<file path="src/rtl/chirp_sweep.sv">
// chirp_sweep -- chirp controller for a sinusoid NCO.
//
// Produces the NCO frequency control word and NCO reset for linear chirps.
// Supported sweeps are up, down and triangle (up, then down). A burst may be
// finite or continuous, and chirps may be separated by a gap counted in clock
// cycles. The configuration is latched when a burst starts. Each step is
// clamped so the word never passes the programmed limits and never wraps.
//
// Control contract: start and stop are level-sampled commands, with no
// valid/ready handshake. start is sampled only while idle; it is accepted
// (SWEEP next cycle) or rejected (cfg_err pulse next cycle). stop is sampled
// every cycle and wins over everything else. chirp_start, done and cfg_err are
// single-cycle pulses. All outputs are registered.
//
// The FSM state is held in the signal `state` (type state_t) for observation.
//
// Ports:
//   clk, rst_n   clock, asynchronous active-low reset
//   start, stop  burst start (idle only) / abort (any state)
//   mode         00 up, 01 down, 10 triangle, 11 treated as up
//   min_ctrl     lower frequency word
//   max_ctrl     upper frequency word
//   inc_rate     step size per update
//   div_rate     number of clocks between steps, minus one
//   delay        gap between chirps in cycles (0 = back-to-back)
//   n_chirps     chirps per burst (0 = continuous)
//   nco_ctrl     NCO frequency control word
//   nco_reset    NCO reset, high whenever not sweeping
//   chirp_start  pulse on the first cycle of each chirp
//   busy         high in SWEEP or GAP
//   done         pulse when a finite burst completes
//   cfg_err      pulse when a start is rejected
module chirp_sweep #(
    parameter int ACC_W   = 32,
    parameter int RATE_W  = 32,
    parameter int DELAY_W = 16,
    parameter int CNT_W   = 8
) (
    input  logic               clk,
    input  logic               rst_n,
    input  logic               start,
    input  logic               stop,
    input  logic [1:0]         mode,
    input  logic [ACC_W-1:0]   min_ctrl,
    input  logic [ACC_W-1:0]   max_ctrl,
    input  logic [ACC_W-1:0]   inc_rate,
    input  logic [RATE_W-1:0]  div_rate,
    input  logic [DELAY_W-1:0] delay,
    input  logic [CNT_W-1:0]   n_chirps,
    output logic [ACC_W-1:0]   nco_ctrl,
    output logic               nco_reset,
    output logic               chirp_start,
    output logic               busy,
    output logic               done,
    output logic               cfg_err
);

    typedef enum logic [1:0] {
        IDLE  = 2'd0,
        SWEEP = 2'd1,
        GAP   = 2'd2
    } state_t;

    localparam logic [1:0] MODE_UP   = 2'b00;
    localparam logic [1:0] MODE_DOWN = 2'b01;
    localparam logic [1:0] MODE_TRI  = 2'b10;

    state_t              state;

    // Configuration captured when a burst starts
    logic [1:0]          mode_q;
    logic [ACC_W-1:0]    min_q;
    logic [ACC_W-1:0]    max_q;
    logic [ACC_W-1:0]    inc_q;
    logic [RATE_W-1:0]   div_q;
    logic [DELAY_W-1:0]  delay_q;
    logic [CNT_W-1:0]    n_q;

    logic [RATE_W-1:0]   rate_cnt;
    logic [CNT_W-1:0]    chirp_cnt;
    logic [DELAY_W-1:0]  gap_cnt;
    logic                dir_down;

    // Step helpers. Headroom is always measured toward the limit being
    // approached, so the compare never overflows and the word clamps exactly.
    logic [ACC_W-1:0]    up_room;
    logic [ACC_W-1:0]    dn_room;
    logic [ACC_W-1:0]    up_next;
    logic [ACC_W-1:0]    dn_next;
    logic                at_max;
    logic                at_min;
    logic                step;
    logic [CNT_W-1:0]    cnt_next;
    logic                last_chirp;
    logic [ACC_W-1:0]    start_word_q;
    logic                cfg_bad;
    logic                gap_last;

    always_comb begin
        up_room      = max_q - nco_ctrl;
        dn_room      = nco_ctrl - min_q;
        up_next      = (up_room < inc_q) ? max_q : nco_ctrl + inc_q;
        dn_next      = (dn_room < inc_q) ? min_q : nco_ctrl - inc_q;
        at_max       = (nco_ctrl == max_q);
        at_min       = (nco_ctrl == min_q);
        step         = (rate_cnt == div_q);
        cnt_next     = chirp_cnt + CNT_W'(1);
        last_chirp   = (n_q != '0) && (cnt_next == n_q);
        start_word_q = (mode_q == MODE_DOWN) ? max_q : min_q;
        cfg_bad      = (min_ctrl >= max_ctrl) || (inc_rate == '0);
        gap_last     = (gap_cnt == delay_q - DELAY_W'(1));
    end

    always_ff @(posedge clk or negedge rst_n) begin
        if (!rst_n) begin
            state       <= IDLE;
            mode_q      <= MODE_UP;
            min_q       <= '0;
            max_q       <= '0;
            inc_q       <= '0;
            div_q       <= '0;
            delay_q     <= '0;
            n_q         <= '0;
            rate_cnt    <= '0;
            chirp_cnt   <= '0;
            gap_cnt     <= '0;
            dir_down    <= 1'b0;
            nco_ctrl    <= '0;
            nco_reset   <= 1'b1;
            chirp_start <= 1'b0;
            busy        <= 1'b0;
            done        <= 1'b0;
            cfg_err     <= 1'b0;
        end else begin
            chirp_start <= 1'b0;
            done        <= 1'b0;
            cfg_err     <= 1'b0;

            if (stop) begin
                state     <= IDLE;
                nco_ctrl  <= '0;
                nco_reset <= 1'b1;
                busy      <= 1'b0;
                rate_cnt  <= '0;
                chirp_cnt <= '0;
                gap_cnt   <= '0;
            end else begin
                case (state)
                    IDLE: begin
                        if (start) begin
                            if (cfg_bad) begin
                                cfg_err <= 1'b1;
                            end else begin
                                // Mode 11 is folded into up here, so later logic sees only 00/01/10
                                mode_q      <= (mode == 2'b11) ? MODE_UP : mode;
                                min_q       <= min_ctrl;
                                max_q       <= max_ctrl;
                                inc_q       <= inc_rate;
                                div_q       <= div_rate;
                                delay_q     <= delay;
                                n_q         <= n_chirps;
                                nco_ctrl    <= (mode == MODE_DOWN) ? max_ctrl : min_ctrl;
                                dir_down    <= (mode == MODE_DOWN);
                                nco_reset   <= 1'b0;
                                chirp_start <= 1'b1;
                                busy        <= 1'b1;
                                rate_cnt    <= '0;
                                chirp_cnt   <= '0;
                                state       <= SWEEP;
                            end
                        end
                    end

                    SWEEP: begin
                        if (!step) begin
                            rate_cnt <= rate_cnt + RATE_W'(1);
                        end else begin
                            rate_cnt <= '0;
                            if (!dir_down && !at_max) begin
                                nco_ctrl <= up_next;
                            end else if (dir_down && !at_min) begin
                                nco_ctrl <= dn_next;
                            end else if (!dir_down && (mode_q == MODE_TRI)) begin
                                // Turn at the peak and take the first down step on
                                // the same update, so the peak is held only once.
                                dir_down <= 1'b1;
                                nco_ctrl <= dn_next;
                            end else begin
                                // Chirp complete. In continuous mode the counter wraps freely.
                                chirp_cnt <= cnt_next;
                                if (last_chirp) begin
                                    state     <= IDLE;
                                    done      <= 1'b1;
                                    nco_reset <= 1'b1;
                                    nco_ctrl  <= '0;
                                    busy      <= 1'b0;
                                end else if (delay_q == '0) begin
                                    nco_ctrl    <= start_word_q;
                                    dir_down    <= (mode_q == MODE_DOWN);
                                    chirp_start <= 1'b1;
                                end else begin
                                    state     <= GAP;
                                    nco_reset <= 1'b1;
                                    nco_ctrl  <= start_word_q;
                                    gap_cnt   <= '0;
                                end
                            end
                        end
                    end

                    GAP: begin
                        // The gap lasts exactly delay_q cycles with nco_reset high
                        if (gap_last) begin
                            state       <= SWEEP;
                            nco_reset   <= 1'b0;
                            chirp_start <= 1'b1;
                            rate_cnt    <= '0;
                            dir_down    <= (mode_q == MODE_DOWN);
                            nco_ctrl    <= start_word_q;
                        end else begin
                            gap_cnt <= gap_cnt + DELAY_W'(1);
                        end
                    end

                    default: begin
                        state <= IDLE;
                    end
                endcase
            end
        end
    end

endmodule

</file>
<file path="config.mk">
export PLATFORM = sky130hd
export DESIGN_NAME = chirp_sweep
export DESIGN_NICKNAME = d
export VERILOG_FILES = /design/src/rtl/chirp_sweep.sv
export SDC_FILE = /design/constraint.sdc
export NUM_CORES = 1
export LEC_CHECK = 0
export CORE_MARGIN = 2
export CORE_UTILIZATION = 55
export DETAILED_ROUTE_END_ITERATION = 7
export MAX_ROUTING_LAYER = met4
export PLACE_DENSITY = 0.74
export SLEW_MARGIN = 10
export SYNTH_ARGS = -nofsm -noshare
export SYNTH_HDL_FRONTEND = slang
export SYNTH_SLANG_ARGS = --single-unit
</file>
<file path="constraint.sdc">
create_clock -name clk -period 8 [get_ports clk]
set_clock_uncertainty 0.05 [all_clocks]
set_input_delay 1.6 -clock clk [delete_from_list [all_inputs] [get_ports clk]]
set_output_delay 1.6 -clock clk [all_outputs]
set_load 0.02 [all_outputs]
</file>
==> load_flow_metrics.sql <==
INSERT INTO impl_metrics (metric_group, metric, value, unit) VALUES
('status', 'status', 'finished, final reports clean', ''),
('die', 'initial_core_util', '55.6', '%'),
('synth', 'synthArstFlopShare', '100', '%'),
('die', 'placement_rows', '74', ''),
('sta', 'setup_violations', '0', ''),
('sta', 'maxSlewViolCount', '0', ''),
('worst_setup_path', 'worst_r2r_startpoint', 'nco_ctrl[1]$_DFFE_PN0P_', ''),
('die', 'area_of_the_die', '42800', 'µm²'),
('global_route', 'grt_first_pass_wirelength', '124000', 'µm'),
('cts', 'h-tree-depth', '1', ''),
('cts', 'tritoncts', 'built', ''),
('die', 'chipWidth', '207', 'µm'),
('sta', 'fin_tns_setup', '0', 'ns'),
('synth', 'synth_enable_flop_cells', '0', ''),
('synth', 'netlist-cell-type-count', '92', ''),
('global_route', 'grt_max_degree', '164', ''),
('worst_setup_path', 'timing.critical_path.fanout_max', '29', ''),
('worst_setup_path', 'worst_setup_path_start_kind', 'flop', ''),
('placement', 'dp_hpwl', '62400', 'µm'),
('cts', 'clock_edge_transition_at_the_registers_on_the_reported_setup_and_hold_paths', '0.07', 'ns'),
('sta', 'timing_worst_slew_pin_value', '1.17', 'ns'),
('flow_run', 'max_cap_check_violation_count', '0', ''),
('worst_hold_path', 'hp-class', 'flop to flop', ''),
('worst_setup_path', 'arrival', '7.60', 'ns'),
('synth', 'synth.yosys.warnings', '0', ''),
('synth', 'synth_top_cell_by_area', 'sky130_fd_sc_hd__dfrtp_1', ''),
('detailed_routing', 'initialDrtViolationCount', '2762', ''),
('die', 'top_level_ports', '195', ''),
('cells_and_area', 'final_layout_size_suffix_gt1_share', '7.45', '%'),
('detailed_routing', 'total_wirelength', '82100', 'µm'),
('detailed_routing', 'drc', '0', ''),
('synth', 'post_synth_inst_count', '2760', ''),
('cts', 'numClockSinks', '250', ''),
('cts', 'cts_post_setup_buffers_inserted', '0', ''),
('worst_setup_path', 'crit_path_top_delay_cell', 'sky130_fd_sc_hd__nor2_4', ''),
('synth', 'syn-mean-instance-area', '8.21', 'µm²'),
('worst_setup_path', 'worstPathCellList', 'inv_1 -> fa_1 -> a21o_1 -> a21oi_1 -> o21bai_1 -> a21o_1 -> a311o_1 -> nor2b_1 -> a211oi_2 -> nor2b_1 -> a2111oi_0 -> xnor2_1 -> ha_1 -> o211ai_1 -> nor4_1 -> o311ai_0 -> o311ai_0 -> buf_4 -> nor2_4 -> buf_4 -> o21ai_0 -> a2111oi_0 -> a2111o_1 -> a21oi_1', ''),
('placement', 'buffer_ports.inserted', '194', ''),
('sta', 'timing.max_slew.rel_slack', '21.7', '%'),
('cts', 'clk_path_buf_depth', '3', ''),
('global_route', 'total_routing_resource_utilization_after_global_routing', '39.0', '%'),
('synth', 'ys_top_cells_by_area', 'sky130_fd_sc_hd__dfrtp_1, sky130_fd_sc_hd__ha_1, sky130_fd_sc_hd__o21ai_0', ''),
('cells_and_area', 'mostFrequentLayoutCell', 'sky130_fd_sc_hd__nand2_1', ''),
('detailed_routing', 'final_antenna_net_count', '0', ''),
('cts', 'ctsHoldBuffers', '0', ''),
('synth', 'synth_top_cell_area_share', '27.5', '%'),
('worst_hold_path', 'hold_path_startpoint', 'chirp_cnt[7]$_DFFE_PN0P_', ''),
('die', 'core_area', '40700', 'µm²'),
('sta', 'period_share', '89.6', '%'),
('cts', 'clkLatencyLatePin', '0.65', 'ns'),
('cells_and_area', 'final_util', '64.1', '%'),
('cells_and_area', 'fin_nets', '3264', ''),
('synth', 'synth_fp_nets', '3149', ''),
('worst_setup_path', 'cp-end-kind', 'flop', ''),
('global_route', 'antenna_found_initial', '8', ''),
('worst_setup_path', 'cp_top_family', 'compound AO/OA/AOI/OAI gates', ''),
('placement', 'routability_congestion_estimate', '1.03', ''),
('worst_setup_path', 'critical_path.startpoint', 'nco_ctrl[1]$_DFFE_PN0P_', ''),
('cells_and_area', 'final_cell_mix', 'sky130_fd_sc_hd__nand2_1, sky130_fd_sc_hd__o21ai_0, sky130_fd_sc_hd__dfrtp_1', ''),
('cts', 'cts_root_buf', 'sky130_fd_sc_hd__clkbuf_16', ''),
('global_route', 'grt.overflow.total', '0', ''),
('synth', 'synth_ff_type', 'sky130_fd_sc_hd__dfrtp_1', ''),
('synth', 'synth.ff_latch_count', '250', ''),
('die', 'floorplan.die.height', '207', 'µm'),
('detailed_routing', 'num_vias', '22290', ''),
('global_route', 'vias_in_the_first_global_route', '21282', ''),
('cts', 'cts_buffers', '31', ''),
('worst_setup_path', 'path_class', 'flop to flop', ''),
('cts', 'cts.repair.resized', '0', ''),
('sta', 'max_freq', '140', 'MHz'),
('synth', 'synth_area', '22700', 'µm²');
-- sequential cells by signal (all words and copies together) (netlist names), 16 cells and up --
signal	flops
delay_q	16
gap_cnt	16
min_q	32
nco_ctrl	32
rate_cnt	32
div_q	32
inc_q	32
max_q	32
-- cells in the mapped netlist (all sizes together) (7+ instances only) --
| master | n |
|---|---|
| o21ai | 262 |
| o31a | 7 |
| a311oi | 7 |
| o311ai | 8 |
| xor2 | 76 |
| nand4 | 40 |
| o31ai | 29 |
| o21a | 13 |
| nand3 | 51 |
| mux2i | 25 |
| xnor2 | 112 |
| a41oi | 8 |
| o2111ai | 8 |
| or2 | 14 |
| dfrtp | 249 |
| inv | 183 |
| o22ai | 14 |
| o41ai | 13 |
| a31oi | 56 |
| clkbuf | 106 |
| nor3 | 44 |
| a21o | 52 |
| a221oi | 14 |
| a21oi | 198 |
| nor2 | 189 |
| mux2 | 85 |
| nor4 | 34 |
| o211ai | 24 |
| ha | 227 |
| nor2b | 29 |
| or4 | 7 |
| and2 | 11 |
| o21bai | 27 |
| nand2b | 26 |
| buf | 31 |
| a2111oi | 11 |
| o221ai | 12 |
| or3 | 20 |
| a211oi | 23 |
| and3 | 30 |
| nand2 | 289 |
-- final timing paths --
| path | slack (ns) | endpoint | cells past startpoint |
|---|---|---|---|
| min in group asynchronous | 0.95 | inc_q[5]$_DFFE_PN0P_ | 1 |
| setup reg to reg | 0.84 | nco_ctrl[18]$_DFFE_PN0P_ | 24 |
| hold / removal | 0.45 | chirp_cnt[7]$_DFFE_PN0P_ | 1 |
| max in group asynchronous | 5.50 | min_q[20]$_DFFE_PN0P_ | 2 |
| setup / recovery | 0.84 | nco_ctrl[18]$_DFFE_PN0P_ | 24 |
| hold reg to reg | 0.45 | chirp_cnt[7]$_DFFE_PN0P_ | 1 |
-- layer usage --
| layer | part of all wire, % | GRT usage, % | vias up |
|---|---|---|---|
| li1 | - | - | 10272 |
| met4 | 4.5 | 16.2 | 0 |
| met5 | 0 | - | - |
| met3 | 11 | 8.98 | 220 |
| met2 | 44 | 58.5 | 1193 |
| met1 | 41 | 50.8 | 10605 |
-- kinds of logic after synthesis --
family	after synthesis	share of synthesized area [%]
compound gates	851	24.2
xor+xnor	188	7.27
fa+ha+maj	231	12.9
buf+inv	320	5.57
flops	250	27.6
mux	110	5.33
simple gates	810	17.1
-- through the flow --
stage / hold slack (ns) / instances / worst slack [ns] / cell area [µm²]
after global routing: 0.474 / 3439 / 0.207 / 26100
after CTS: 0.458 / 3431 / 0.951 / 26100
after floorplan: 0.414 / 2760 / 1.90 / 22700
after global placement: 0.443 / 3374 / 1.12 / 25000
final: 0.454 / 3440 / 0.835 / 26100
after detailed placement: 0.443 / 3374 / 1.00 / 25000
-- final cells by class --
class	count	area (µm²)	share of cell area (%)
Timing Repair Buffer	219	2150	8.25
Sequential cell	250	6260	24.0
Inverter	183	687	2.63
Clock inverter	13	241	0.924
Antenna cell	9	22.5	0.0862
Tap cell	532	666	2.55
Clock buffer	44	905	3.46
Multi-Input combinational cell	2190	15200	58.1
Power is not shown: default switching activity piles up to over one toggle a cycle in this logic, so the estimate is an artifact.
